===== src/rtl/pipe_stage_skid_latch_if.sv =====
// Handshake bundle for one pipeline stage register:
// upstream accept side plus downstream head-of-stage side.
interface pipe_stage_skid_latch_if #(
  parameter int DATA_WIDTH = 16
);
  logic                  in_valid;
  logic                  in_ready;
  logic [DATA_WIDTH-1:0] in_data;
  logic                  in_nop;
  logic                  out_valid;
  logic                  out_ready;
  logic [DATA_WIDTH-1:0] out_data;
  logic                  out_is_bubble;

  modport master (
    output in_valid,
    output in_data,
    output in_nop,
    output out_ready,
    input  in_ready,
    input  out_valid,
    input  out_data,
    input  out_is_bubble
  );

  modport slave (
    input  in_valid,
    input  in_data,
    input  in_nop,
    input  out_ready,
    output in_ready,
    output out_valid,
    output out_data,
    output out_is_bubble
  );
endinterface


===== src/rtl/pipe_stage_skid_latch.sv =====
// Generic pipeline stage register with bubble insertion,
// flush and an optional two-entry registered-ready skid.
module pipe_stage_skid_latch #(
  parameter int                    DATA_WIDTH  = 16,
  parameter logic [DATA_WIDTH-1:0] BUBBLE_DATA = '0,
  parameter int                    SKID_EN     = 1,
  parameter int                    CNT_WIDTH   = 8
) (
  input  logic                 clk,
  input  logic                 rst,
  input  logic                 flush,
  pipe_stage_skid_latch_if.slave bus,
  output logic [CNT_WIDTH-1:0] bubble_cnt
);

  typedef enum logic [1:0] {
    EMPTY = 2'd0,
    FULL  = 2'd1,
    SKID  = 2'd2
  } state_t;

  state_t                state_q, state_d;
  logic [DATA_WIDTH-1:0] main_q, main_d;
  logic                  main_bub_q, main_bub_d;
  logic [DATA_WIDTH-1:0] skid_q, skid_d;
  logic                  skid_bub_q, skid_bub_d;
  logic                  rdy_q, rdy_d;
  logic [CNT_WIDTH-1:0]  cnt_q, cnt_d;

  logic                  in_fire;
  logic                  out_fire;
  logic                  out_v;
  logic [DATA_WIDTH-1:0] cap_data;

  assign out_v    = (state_q != EMPTY);
  assign cap_data = bus.in_nop ? BUBBLE_DATA : bus.in_data;
  assign in_fire  = bus.in_valid & bus.in_ready;
  assign out_fire = out_v & bus.out_ready;

  // Skid build exposes a registered ready; otherwise pass-through.
  assign bus.in_ready = (SKID_EN != 0) ? rdy_q
                      : (~out_v | bus.out_ready);

  assign bus.out_valid     = out_v;
  assign bus.out_data      = main_q;
  assign bus.out_is_bubble = main_bub_q;
  assign bubble_cnt        = cnt_q;

  // Next-state: FIFO order, outputs always from the main entry.
  always_comb begin
    state_d    = state_q;
    main_d     = main_q;
    main_bub_d = main_bub_q;
    skid_d     = skid_q;
    skid_bub_d = skid_bub_q;
    if (flush) begin
      state_d    = EMPTY;
      main_d     = BUBBLE_DATA;
      main_bub_d = 1'b0;
      skid_d     = BUBBLE_DATA;
      skid_bub_d = 1'b0;
    end else begin
      unique case (state_q)
        EMPTY: begin
          if (in_fire) begin
            state_d    = FULL;
            main_d     = cap_data;
            main_bub_d = bus.in_nop;
          end
        end
        FULL: begin
          if (in_fire && out_fire) begin
            main_d     = cap_data;
            main_bub_d = bus.in_nop;
          end else if (in_fire) begin
            state_d    = SKID;
            skid_d     = cap_data;
            skid_bub_d = bus.in_nop;
          end else if (out_fire) begin
            state_d    = EMPTY;
            main_d     = BUBBLE_DATA;
            main_bub_d = 1'b0;
          end
        end
        SKID: begin
          if (out_fire) begin
            state_d    = FULL;
            main_d     = skid_q;
            main_bub_d = skid_bub_q;
          end
        end
        default: begin
          state_d    = EMPTY;
          main_d     = BUBBLE_DATA;
          main_bub_d = 1'b0;
        end
      endcase
    end
  end

  // Ready is low only while both entries are occupied.
  always_comb begin
    rdy_d = (state_d != SKID);
  end

  // Saturating count of bubbles handed downstream.
  always_comb begin
    cnt_d = cnt_q;
    if (out_fire && main_bub_q && (cnt_q != {CNT_WIDTH{1'b1}}))
      cnt_d = cnt_q + 1'b1;
  end

  // State registers with synchronous active-low reset.
  always_ff @(posedge clk) begin
    if (!rst) begin
      state_q    <= EMPTY;
      main_q     <= BUBBLE_DATA;
      main_bub_q <= 1'b0;
      skid_q     <= BUBBLE_DATA;
      skid_bub_q <= 1'b0;
      rdy_q      <= 1'b1;
      cnt_q      <= '0;
    end else begin
      state_q    <= state_d;
      main_q     <= main_d;
      main_bub_q <= main_bub_d;
      skid_q     <= skid_d;
      skid_bub_q <= skid_bub_d;
      rdy_q      <= rdy_d;
      cnt_q      <= cnt_d;
    end
  end

endmodule

===== src/flat_wrapper.sv =====
// flat-port wrapper written by rule: the top's interface ports become plain ports
module pipe_stage_skid_latch_flat 
#(
  parameter int                    DATA_WIDTH  = 16,
  parameter logic [DATA_WIDTH-1:0] BUBBLE_DATA = '0,
  parameter int                    SKID_EN     = 1,
  parameter int                    CNT_WIDTH   = 8
)
  (clk, rst, flush, bubble_cnt, bus_in_valid, bus_in_data, bus_in_nop, bus_out_ready, bus_in_ready, bus_out_valid, bus_out_data, bus_out_is_bubble);
  pipe_stage_skid_latch_if #(.DATA_WIDTH(DATA_WIDTH)) bus_i ();
  input  logic clk;
  input  logic rst;
  input  logic flush;
  output logic [CNT_WIDTH-1:0] bubble_cnt;
  input wire logic [$bits(bus_i.in_valid)-1:0] bus_in_valid;
  input wire logic [$bits(bus_i.in_data)-1:0] bus_in_data;
  input wire logic [$bits(bus_i.in_nop)-1:0] bus_in_nop;
  input wire logic [$bits(bus_i.out_ready)-1:0] bus_out_ready;
  output wire logic [$bits(bus_i.in_ready)-1:0] bus_in_ready;
  output wire logic [$bits(bus_i.out_valid)-1:0] bus_out_valid;
  output wire logic [$bits(bus_i.out_data)-1:0] bus_out_data;
  output wire logic [$bits(bus_i.out_is_bubble)-1:0] bus_out_is_bubble;
  assign bus_i.in_valid = bus_in_valid;
  assign bus_i.in_data = bus_in_data;
  assign bus_i.in_nop = bus_in_nop;
  assign bus_i.out_ready = bus_out_ready;
  assign bus_in_ready = bus_i.in_ready;
  assign bus_out_valid = bus_i.out_valid;
  assign bus_out_data = bus_i.out_data;
  assign bus_out_is_bubble = bus_i.out_is_bubble;
  pipe_stage_skid_latch #(.DATA_WIDTH(DATA_WIDTH), .BUBBLE_DATA(BUBBLE_DATA), .SKID_EN(SKID_EN), .CNT_WIDTH(CNT_WIDTH)) u_core (.clk(clk), .rst(rst), .flush(flush), .bus(bus_i), .bubble_cnt(bubble_cnt));
endmodule

===== config.mk =====
export PLATFORM = sky130hd
export DESIGN_NAME = pipe_stage_skid_latch_flat
export DESIGN_NICKNAME = d
export VERILOG_FILES = /design/src/rtl/pipe_stage_skid_latch_if.sv /design/src/rtl/pipe_stage_skid_latch.sv /design/src/flat_wrapper.sv
export SDC_FILE = /design/constraint.sdc
export NUM_CORES = 1
export LEC_CHECK = 0
export BUFFER_PORTS_ARGS = -buffer_cell sky130_fd_sc_hd__buf_4
export CAP_MARGIN = 20
export CORE_MARGIN = 2
export CORE_UTILIZATION = 40
export DETAILED_ROUTE_END_ITERATION = 8
export GPL_TIMING_DRIVEN = 0
export PLACE_DENSITY_LB_ADDON = 0.25
export SLEW_MARGIN = 25
export SYNTH_ARGS = -nofsm -noshare
export SYNTH_HDL_FRONTEND = slang
export SYNTH_SLANG_ARGS = --single-unit

===== constraint.sdc =====
create_clock -name clk -period 1.4 [get_ports clk]
set_input_delay 0.28 -clock clk [delete_from_list [all_inputs] [get_ports clk]]
set_output_delay 0.28 -clock clk [all_outputs]
set_load 0.03 [all_outputs]

==> metrics.txt <==
register area a little over 900 um^2; Clk network pwr share 31.3%; Cell variety after synth 45; P_sw 0.709 mW; setup skew after layout 0.00277 ns; syn_area_per_cell 8.60 um^2; Overflow after GRT 0; full die area about 0.0064 mm^2; Synth Area in Adders 0.543%; number of setup violations in the final report 13; syn nets just under 300; crit path DAT 1.25 ns; worst IR drop on VDD 567 uV; CP Max Fanout 6; ys async rst share 0%; sequential-to-total area share from yosys stat 39.1%; Max-cap violations 0; worst setup path category register to output port; Routed Antenna Nets 0; Die H between 70 and 80 um; CTS tree built; top post-synthesis cells by area dfxtp_1 39%, a21oi_2 7.2%, a21oi_1 6.9%; Port Buffers 48; Main synth FF type dfxtp_1; Compound-Gate Fraction of Synth Area 22.2%; status complete, but fails checks; fmax 655 MHz; Clock Tree Buf Depth 2; Final Hold Fails 0; clock root cell clkbuf_8; final worst-path cycle share 109%; Placement Cell Area between 0.002 and 0.003 mm^2; row cnt 27; # diodes 0; Comb power frac 19.2%; worst-margin pin slew around 0.68 ns; count leader, synth dfxtp_1; H-tree depth 2; total track usage 19.1%; drt drc 0; sequential share of power between 40% and 50%; Ys Warns 0; unrepaired setup endpoints after global routing true; CP bufs+invs 3; internal power 1.92 mW; largest net degree at the start of global routing 18; Core Region around 0.0055 mm^2; clk_lat worst skew about 0.29 ns; Post-Synth XOR/XNOR Area 1.52%; Hold Crit Class input pin to register; Post-Syn Area approximately 0.0023 mm^2; Sw Share a little over a quarter; number of synthesized flops with an enable pin 0; initial antenna violation count 0; drt initial violations roughly 120; Max Slew Vio Count 0; Setup TNS Final -0.547 ns; fraction of layout cells with a size suffix above 1 44.3%; static leakage 1.26 nW; WL final a little over 6000 um; Die W 79.9 um; Total Power 2.63 mW; # IOs 49; Top Family by Delay on Critical Path buffers and inverters; post-synthesis mux area share 1.74%; CTS clk-pin slew, worst paths 0.08 ns; Req. time, crit path 1.12 ns; Area Overhead vs Synth 40.8%; first-pass GRT wire length about 9500 um; Fillers 522; hpwl dp 3840 um; # clock sinks 45; post-layout worst setup margin -0.126 ns; Vias 2133; startpoint types register; fin nets roughly 360; Crit. End Element output port; DR WL/cell roughly 15 um; main combinational cell family by area after synthesis simple AND/OR/NAND/NOR gates; violated checks setup timing; Synth top area share 39.1%; Rel. slew slack 54.9%; Mapped Cells between 200 and 300; cell chain of the critical path buf_6 > or2_4 > buf_12 > buf_8; hold_buf cts 0; CP max-delay cell dfxtp_2; Detailed Routing Iterations Pass 1 4; TritonCTS buffer count 5; r2r setup slk -0.05 ns; multi-input logic area 0.00143 mm^2; post-synth top area cell dfxtp_1; power per cell area roughly 810 mW/mm^2; Starting Density 41.6%; via/cell ratio 5.16; fin crit period 1.53 ns; Synth top cells by count 45 x dfxtp_1, 35 x nand2_1, 32 x a21oi_1; RePlAce Congestion about 0.77; synthesized flop and latch total 45; cell area after layout 0.00325 mm^2; Synth Area in Simple Gates between 20 and 30%; vias in the first global route between 2000 and 2500; CP max stage delay between 0.3 and 0.4 ns
-- registers in the layout, summed over array words and instances, names as in the netlist --
name / flops
u_core.bubble_cnt: 8
u_core.bus.in_ready: 1
u_core.bus.out_data: 16
u_core.bus.out_is_bubble: 1
u_core.skid_bub_q: 1
u_core.skid_q: 16
u_core.state_q: 2
-- what timing repair did --
item,CTS,global route
setup buffers,14,3
pin swaps,6,30
setup endpoints to repair,13,35
cloned,1,3
resized for setup,18,46
-- routing by layer --
metal / track usage (%) / up-vias / wire, um
li1: - / 1064 / -
met1: 24.4 / 994 / 2790
met2: 29.9 / 68 / 2970
met3: 5.32 / 7 / 358
met4: 8.31 / 0 / 77
met5: 0 / - / 0
-- area by class of cell --
class	instances	share of cell area, %
inverter	4	0.462
clock buffer	7	2.66
timing repair buffer	69	17.8
tap	72	2.77
multi-input combinational	201	43.9
buffer	15	4.47
sequential	45	27.9
-- through the flow --
step	utilization [%]	std cells	hold slack [ns]	setup WS, ns
detailed placement	49.8	388	0.444	-0.193
CTS	55.2	409	0.271	-0.206
floorplan	-	268	0.431	-0.0242
finish	58.6	413	0.277	-0.126
global route	58.6	413	0.266	-0.167
global placement	49.8	388	0.438	-0.197
-- cells in the final DEF, fill, tap and decap left out, types with 2 or more instances in the layout --
| master | n |
|---|---|
| a21oi_1 | 25 |
| nand3_1 | 2 |
| o21ai_1 | 7 |
| clkbuf_8 | 6 |
| dfxtp_1 | 40 |
| and2_1 | 18 |
| nand4_1 | 2 |
| mux2i_1 | 4 |
| a21oi_2 | 19 |
| nand3_2 | 2 |
| buf_6 | 10 |
| nand2b_1 | 19 |
| inv_1 | 3 |
| buf_12 | 2 |
| nand2_2 | 9 |
| buf_4 | 62 |
| buf_8 | 2 |
| nor2_1 | 8 |
| clkbuf_16 | 2 |
| dfxtp_2 | 5 |
| or3_1 | 17 |
| nand2_1 | 26 |
| clkbuf_1 | 5 |
| a21oi_4 | 7 |
| o21ai_2 | 9 |
| a211oi_2 | 2 |
| xor2_1 | 3 |
-- worst paths after layout --
check,start,end,depth (start not counted)
worst max-delay path,u_core.state_q[1]$_SDFF_PN0_,bus_out_valid,4
worst min-delay path,rst,u_core.bubble_cnt[2]$_SDFFE_PN0P_,2
worst max register to register,u_core.state_q[1]$_SDFF_PN0_,u_core.bus.out_data[7]$_SDFFE_PP0P_,7
worst min register to register,u_core.skid_q[7]$_SDFFE_PP0P_,u_core.skid_q[7]$_SDFFE_PP0P_,2
-- worst reg2reg max path: cells and delay by family (launching register included) --
| family | cells | cell delay (ns) |
|---|---|---|
| AND/OR/NAND/NOR | 1 | 0.24 |
| buffers and inverters | 3 | 0.46 |
| flip-flops | 1 | 0.33 |
| AO/OA/AOI/OAI | 3 | 0.35 |
-- power groups by stage --
stage / clock (mW) / combinational, mW / sequential, mW
CTS: 0.837 / 0.431 / 1.30
global placement: 0 / 0.364 / 1.33
global route: 0.905 / 0.539 / 1.31
detailed placement: 0 / 0.364 / 1.33
floorplan: 0 / 0.210 / 1.36
finish: 0.823 / 0.505 / 1.30
-- logic make-up after synthesis --
family / Yosys count
adders and majority gates: 1
muxes: 4
AOI/OAI and AO/OA: 78
xor gates and xnor gates: 4
DFF: 45
and+or+nand+nor: 114
buffers and inverters: 22
No activity file was read; power rests on OpenSTA's default activity.
